$ cat src/rtl/pipe_hold_ctrl.sv
// Pipeline hold/flush controller for the 5-stage core: merges stall requests,
// redirects and interrupt entry into one registered hold level. Optional MEM-stall watchdog: PIPE_HOLD_WDT_EN.
module pipe_hold_ctrl #(
  parameter int FLUSH_CYCLES = 2
`ifdef PIPE_HOLD_WDT_EN
  , parameter int WDT_LIMIT = 255
`endif
) (
  input  logic        clk,
  input  logic        rst,
  input  logic        id_hold_req_i,
  input  logic        ex_hold_req_i,
  input  logic        mem_hold_req_i,
  input  logic        jump_req_i,
  input  logic [31:0] jump_addr_i,
  input  logic        int_req_i,
  input  logic [31:0] int_addr_i,
  output logic [2:0]  hold_flag_o,
  output logic        jump_o,
  output logic [31:0] jump_addr_o,
  output logic        int_ack_o,
  output logic        wdt_timeout_o,
  output logic [1:0]  fsm_state_o
);

  // Requests are levels: jump_req_i and int_req_i stay asserted until accepted
  // (jump_o / int_ack_o strobe one cycle); nothing is accepted while EX or MEM stalls.
  typedef enum logic [1:0] {
    ST_RUN   = 2'd0,
    ST_FLUSH = 2'd1,
    ST_DRAIN = 2'd2
  } state_e;

  localparam logic [2:0] HOLD_NONE  = 3'd0;
  localparam logic [2:0] HOLD_IF    = 3'd2;
  localparam logic [2:0] HOLD_ID    = 3'd3;
  localparam logic [2:0] HOLD_EX    = 3'd4;
  localparam logic [2:0] HOLD_MEM   = 3'd5;
  localparam logic [2:0] FLUSH_INIT = 3'(FLUSH_CYCLES - 1);

  state_e      state_q, state_d;
  logic [2:0]  cnt_q, cnt_d;
  logic [2:0]  req_lvl;
  logic        lvl_low;
  logic        jump_take;
  logic        int_take;
  logic [2:0]  hold_d;
  logic        jump_d;
  logic [31:0] jump_addr_d;
  logic        int_ack_d;
  logic        wdt_fire;

  always_comb begin
    if (mem_hold_req_i)     req_lvl = HOLD_MEM;
    else if (ex_hold_req_i) req_lvl = HOLD_EX;
    else if (id_hold_req_i) req_lvl = HOLD_ID;
    else                    req_lvl = HOLD_NONE;
  end

  assign lvl_low   = (req_lvl < HOLD_EX);
  assign jump_take = jump_req_i && lvl_low;
  assign int_take  = int_req_i && lvl_low;

  always_ff @(posedge clk or negedge rst) begin
    if (!rst) begin
      state_q       <= ST_RUN;
      cnt_q         <= 3'd0;
      hold_flag_o   <= HOLD_NONE;
      jump_o        <= 1'b0;
      jump_addr_o   <= 32'd0;
      int_ack_o     <= 1'b0;
      wdt_timeout_o <= 1'b0;
    end else begin
      state_q       <= state_d;
      cnt_q         <= cnt_d;
      hold_flag_o   <= wdt_fire ? HOLD_NONE : hold_d;
      jump_o        <= jump_d;
      jump_addr_o   <= jump_addr_d;
      int_ack_o     <= int_ack_d;
      wdt_timeout_o <= wdt_fire;
    end
  end

  always_comb begin
    state_d = state_q;
    cnt_d   = cnt_q;
    case (state_q)
      ST_RUN: begin
        if (jump_take) begin
          state_d = ST_FLUSH;
          cnt_d   = FLUSH_INIT;
        end else if (int_req_i) begin
          state_d = ST_DRAIN;
        end
      end
      ST_FLUSH: begin
        // The flush window freezes while an older instruction stalls EX/MEM.
        if (lvl_low) begin
          if (cnt_q == 3'd0) state_d = ST_RUN;
          else               cnt_d   = cnt_q - 3'd1;
        end
      end
      ST_DRAIN: begin
        if (jump_take || int_take) begin
          state_d = ST_FLUSH;
          cnt_d   = FLUSH_INIT;
        end else if (!int_req_i) begin
          state_d = ST_RUN;
        end
      end
      default: begin
        state_d = ST_RUN;
        cnt_d   = 3'd0;
      end
    endcase
  end

  always_comb begin
    hold_d      = req_lvl;
    jump_d      = 1'b0;
    jump_addr_d = jump_addr_o;
    int_ack_d   = 1'b0;
    case (state_q)
      ST_RUN: begin
        if (jump_take) begin
          jump_d      = 1'b1;
          jump_addr_d = jump_addr_i;
        end
      end
      ST_FLUSH: begin
        hold_d = (req_lvl > HOLD_ID) ? req_lvl : HOLD_ID;
      end
      ST_DRAIN: begin
        hold_d = (req_lvl > HOLD_IF) ? req_lvl : HOLD_IF;
        if (jump_take) begin
          jump_d      = 1'b1;
          jump_addr_d = jump_addr_i;
        end else if (int_take) begin
          int_ack_d   = 1'b1;
          jump_d      = 1'b1;
          jump_addr_d = int_addr_i;
        end
      end
      default: ;
    endcase
  end

`ifdef PIPE_HOLD_WDT_EN
  logic [15:0] wdt_cnt_q;

  assign wdt_fire = mem_hold_req_i && (wdt_cnt_q == 16'(WDT_LIMIT - 1));

  always_ff @(posedge clk or negedge rst) begin
    if (!rst)                           wdt_cnt_q <= 16'd0;
    else if (!mem_hold_req_i || wdt_fire) wdt_cnt_q <= 16'd0;
    else                                wdt_cnt_q <= wdt_cnt_q + 16'd1;
  end
`else
  assign wdt_fire = 1'b0;
`endif

  assign fsm_state_o = state_q;

endmodule

$ cat config.mk
export PLATFORM = sky130hd
export DESIGN_NAME = pipe_hold_ctrl
export DESIGN_NICKNAME = d
export VERILOG_FILES = /design/src/rtl/pipe_hold_ctrl.sv
export SDC_FILE = /design/constraint.sdc
export NUM_CORES = 1
export LEC_CHECK = 0
export CORE_MARGIN = 5
export CORE_UTILIZATION = 35
export CTS_CLUSTER_DIAMETER = 120
export DETAILED_ROUTE_END_ITERATION = 12
export GPL_TIMING_DRIVEN = 0
export PLACE_DENSITY = 0.81
export RECOVER_POWER = 100
export SLEW_MARGIN = 30
export SYNTH_ARGS = -nofsm -noshare
export SYNTH_HDL_FRONTEND = slang
export SYNTH_SLANG_ARGS = --single-unit
$ cat constraint.sdc
create_clock -name clk -period 2.5 [get_ports clk]
set_input_delay 0.25 -clock clk [delete_from_list [all_inputs] [get_ports clk]]
set_output_delay 0.25 -clock clk [all_outputs]
set_load 0.01 [all_outputs]
==> impl_metrics.py <==
metrics = {
    "finish": {
        "area_growth_pct": 59.7,
        "layout-drive-gt1-share": 0.0590,
        "insertedDiodeCount": 0,
        "nets": 398,
        "finalInstanceArea_um2": 3370,
        "fillCellCount": 521,
        "final_cells": 397,
    },
    "power_and_ir_drop": {
        "totalPowerFinal_mw": 3.25,
        "vdd_drop_max_v": 0.000485,
        "switching_share": 0.353,
        "leakagePower_nw": 1.64,
        "powerDensity_nw_per_um2": 964,
        "p_clk_frac": 0.162,
        "intPower_mw": 2.10,
        "comb_power_share": 0.501,
        "power_frac_seq": 0.337,
        "p_sw_mw": 1.15,
    },
    "global_route": {
        "grt_max_degree": 26,
        "grtUsageMet3": 0.0564,
        "top_usage_layer": "met2",
        "grt_pass1_wl_mm": 9.19,
        "grt_use_met1": 0.177,
        "grt_pass1_vias": 1926,
        "overflow": 0,
        "grtUsageTotal": 0.152,
        "antenna_found_initial": 0,
        "met2_usage": 0.272,
    },
    "clock_tree": {
        "clk_pin_slew_ps": 80,
        "cts_tree": "built",
        "cts_num_sinks": 42,
        "cts-root-buf": "clkbuf_8",
        "postCtsSetupBuffers": 0,
        "cts_buffers": 5,
        "clockBufferDepth": 2,
        "clkLatencyLatePin_ps": 290,
        "htreeDepth": 2,
    },
    "setup_path": {
        "ff2ff_path_depth": 9,
        "critical-path-max-stage-delay_ps": 610,
        "endpoint": "jump_addr_o[7]",
        "worstPathMaxFanout": 10,
        "startpoint": "mem_hold_req_i",
        "crit_path_end_kind": "flop",
        "reg2reg_to": "jump_addr_o[13]",
        "rr_startpoint": "fsm_state_o[0]",
        "path_buf_inv": 2,
        "critical_path.top_delay_family": "buffers and inverters",
        "critical_path_class": "in2reg",
        "crit_path_top_delay_cell": "dlygate4sd3_1",
        "required_ps": 2650,
        "crit_path_cell_trace": "dlygate4sd3_1, or3b_1, nand2_1, clkbuf_2, mux2i_1, o21ai_0",
        "ff2ff_setup_slack_ps": 380,
        "crit_cells": 6,
        "start_kind": "primary input",
        "cp.arrival_ps": 2360,
    },
    "floorplan": {
        "die_y_um": 87.7,
        "die-area_um2": 7690,
        "coreArea_um2": 5890,
        "fp-row-count": 28,
        "num_io_pins": 111,
        "start_util": 0.359,
        "die_x_um": 87.7,
    },
    "routing": {
        "wl_mm": 5.71,
        "avgViaCountPerCell": 4.70,
        "wl_per_cell_um": 14.4,
        "num_vias": 1867,
        "first_iter_violations": 22,
        "drc": 0,
        "first_pass_iters": 3,
        "drtAntennaViolNets": 0,
    },
    "placement": {
        "dp_cells": 388,
        "placed_area_um2": 3320,
        "gp_congestion": 0.758,
        "port_buffers": 109,
        "hpwl_mm": 4.59,
    },
    "logic_synthesis": {
        "yosys_warnings": 0,
        "synth_fp_nets": 280,
        "synth_area_um2": 2110,
        "synthCells": 203,
        "synth_commonest_cells": "dfrtp_1, nand2_1, o21ai_1",
        "synth.largest_area_cell": "dfrtp_1",
        "ys_types": 32,
        "synth-main-ff-cell": "dfrtp_1",
        "synth_edf_count": 0,
        "yosys-top-cells-area": "dfrtp_1, mux2i_1, o21ai_1",
        "synth_most_common_cell": "dfrtp_1",
        "synth.top_cell.area_share": 0.498,
        "async_flop_share": 1.00,
        "ys_seq_elements": 42,
        "synth-seq-area-share": 0.498,
        "synth.avg_cell_area_um2": 10.4,
    },
    "hold_path": {
        "hold_path_class": "reg2reg",
        "holdPathStages": 2,
    },
    "sta": {
        "worst_pin_slew_ps": 1390,
        "fin_crit_ps": 2210,
        "period_share": 0.886,
        "holdWs_ps": 476,
        "max_freq_mhz": 452,
        "final_hold_viol_count": 0,
        "finalSetupViolations": 0,
        "setup_tns_ps": 0,
        "drv_slew": 0,
        "relSlewSlack": 0.0722,
        "rsz0062_at_grt": "false",
        "fin_skew_ps": 4.59,
    },
    "status": {
        "status": "finished, final reports clean",
    },
    "flow_run": {
        "max_cap_violations": 0,
    },
}
==> power groups by stage <==
stage	combinational, mW	clock (mW)	sequential, mW
floorplan	0.843	0	1.25
global placement	1.80	0	1.11
detailed placement	1.84	0	1.12
CTS	1.85	0.549	1.11
global route	1.81	0.573	1.14
finish	1.63	0.526	1.10
==> how the worst min path moves through the flow <==
stage                          from               to  slack [ps]
finish              jump_addr_o[22]  jump_addr_o[22]         480
global route        jump_addr_o[16]  jump_addr_o[16]         500
CTS                 jump_addr_o[16]  jump_addr_o[16]         490
detailed placement              rst   jump_addr_o[8]         310
global placement    jump_addr_o[14]  jump_addr_o[14]         470
floorplan                       rst         cnt_q[0]         -50
==> registers in the layout (all words and copies together) (netlist names) <==
signal,count
cnt_q,3
fsm_state_o,2
hold_flag_o,3
int_ack_o,1
jump_addr_o,32
jump_o,1
==> logic make-up after synthesis <==
kind of cell / after synthesis / synth area share
other: 1 / 0.00178
AOI/OAI and AO/OA: 46 / 0.129
DFF: 42 / 0.498
adders and majority gates: 6 / 0.0355
buffers and inverters: 19 / 0.0498
and+or+nand+nor: 54 / 0.117
muxes: 35 / 0.169
==> per-stage QoR <==
| stage | setup slack (ps) | utilization |
|---|---|---|
| 2_1_floorplan | 762 | - |
| 3_3_place_gp | 68.8 | 0.560 |
| 3_5_place_dp | 372 | 0.564 |
| 4_1_cts | 424 | 0.584 |
| 5_1_grt | 136 | 0.573 |
| 6_report | 286 | 0.573 |
==> tightest hold or removal path, stage by stage, from the launching register on <==
cell and delay [ps]:
dfrtp_1 340, nand2_1 40, o21ai_0 60
==> layout by cell type, fill, tap and decap left out, drive strengths merged <==
cell | netlist | layout
dlygate4sd3 | 0 | 41
mux2 | 3 | 3
conb | 1 | 1
nor2b | 1 | 1
or3b | 1 | 1
clkinv | 0 | 2
buf | 10 | 6
nand2 | 38 | 38
nor3b | 1 | 1
o22a | 1 | 1
nor2 | 7 | 7
a2bb2oi | 1 | 1
and2b | 2 | 2
ha | 6 | 6
mux2i | 32 | 32
a31oi | 1 | 1
bufinv | 0 | 1
o221ai | 1 | 1
clkbuf | 2 | 13
inv | 7 | 7
nor3 | 1 | 1
a21oi | 5 | 5
clkdlybuf4s50 | 0 | 68
nand2b | 2 | 2
o21ai | 35 | 35
or4b | 1 | 1
o2bb2ai | 1 | 1
dfrtp | 42 | 42
a211o | 1 | 1
==> repair_timing <==
action / CTS / global route
hold buffers: 1 / 0
endpoints found under the hold margin: 24 / 0
gates resized for setup: 0 / 0
==> metal layers <==
| layer | part of all wire | up-vias |
|---|---|---|
| met1 | 0.40 | 858 |
| met2 | 0.49 | 72 |
| met3 | 0.10 | 6 |
| met5 | 0 | - |
| li1 | - | 931 |
| met4 | 0.0063 | 0 |
==> area by class of cell <==
type	instances	area [um^2]	share of cell area
buffer	12	68.8	0.0204
timing repair buffer	111	1100	0.326
sequential	42	1050	0.312
inverter	7	26.3	0.00779
tap	75	93.8	0.0278
multi-input combinational	142	925	0.274
clock inverter	3	40.0	0.0119
clock buffer	5	68.8	0.0204
Note: power is estimated with default switching activity, not from simulation.
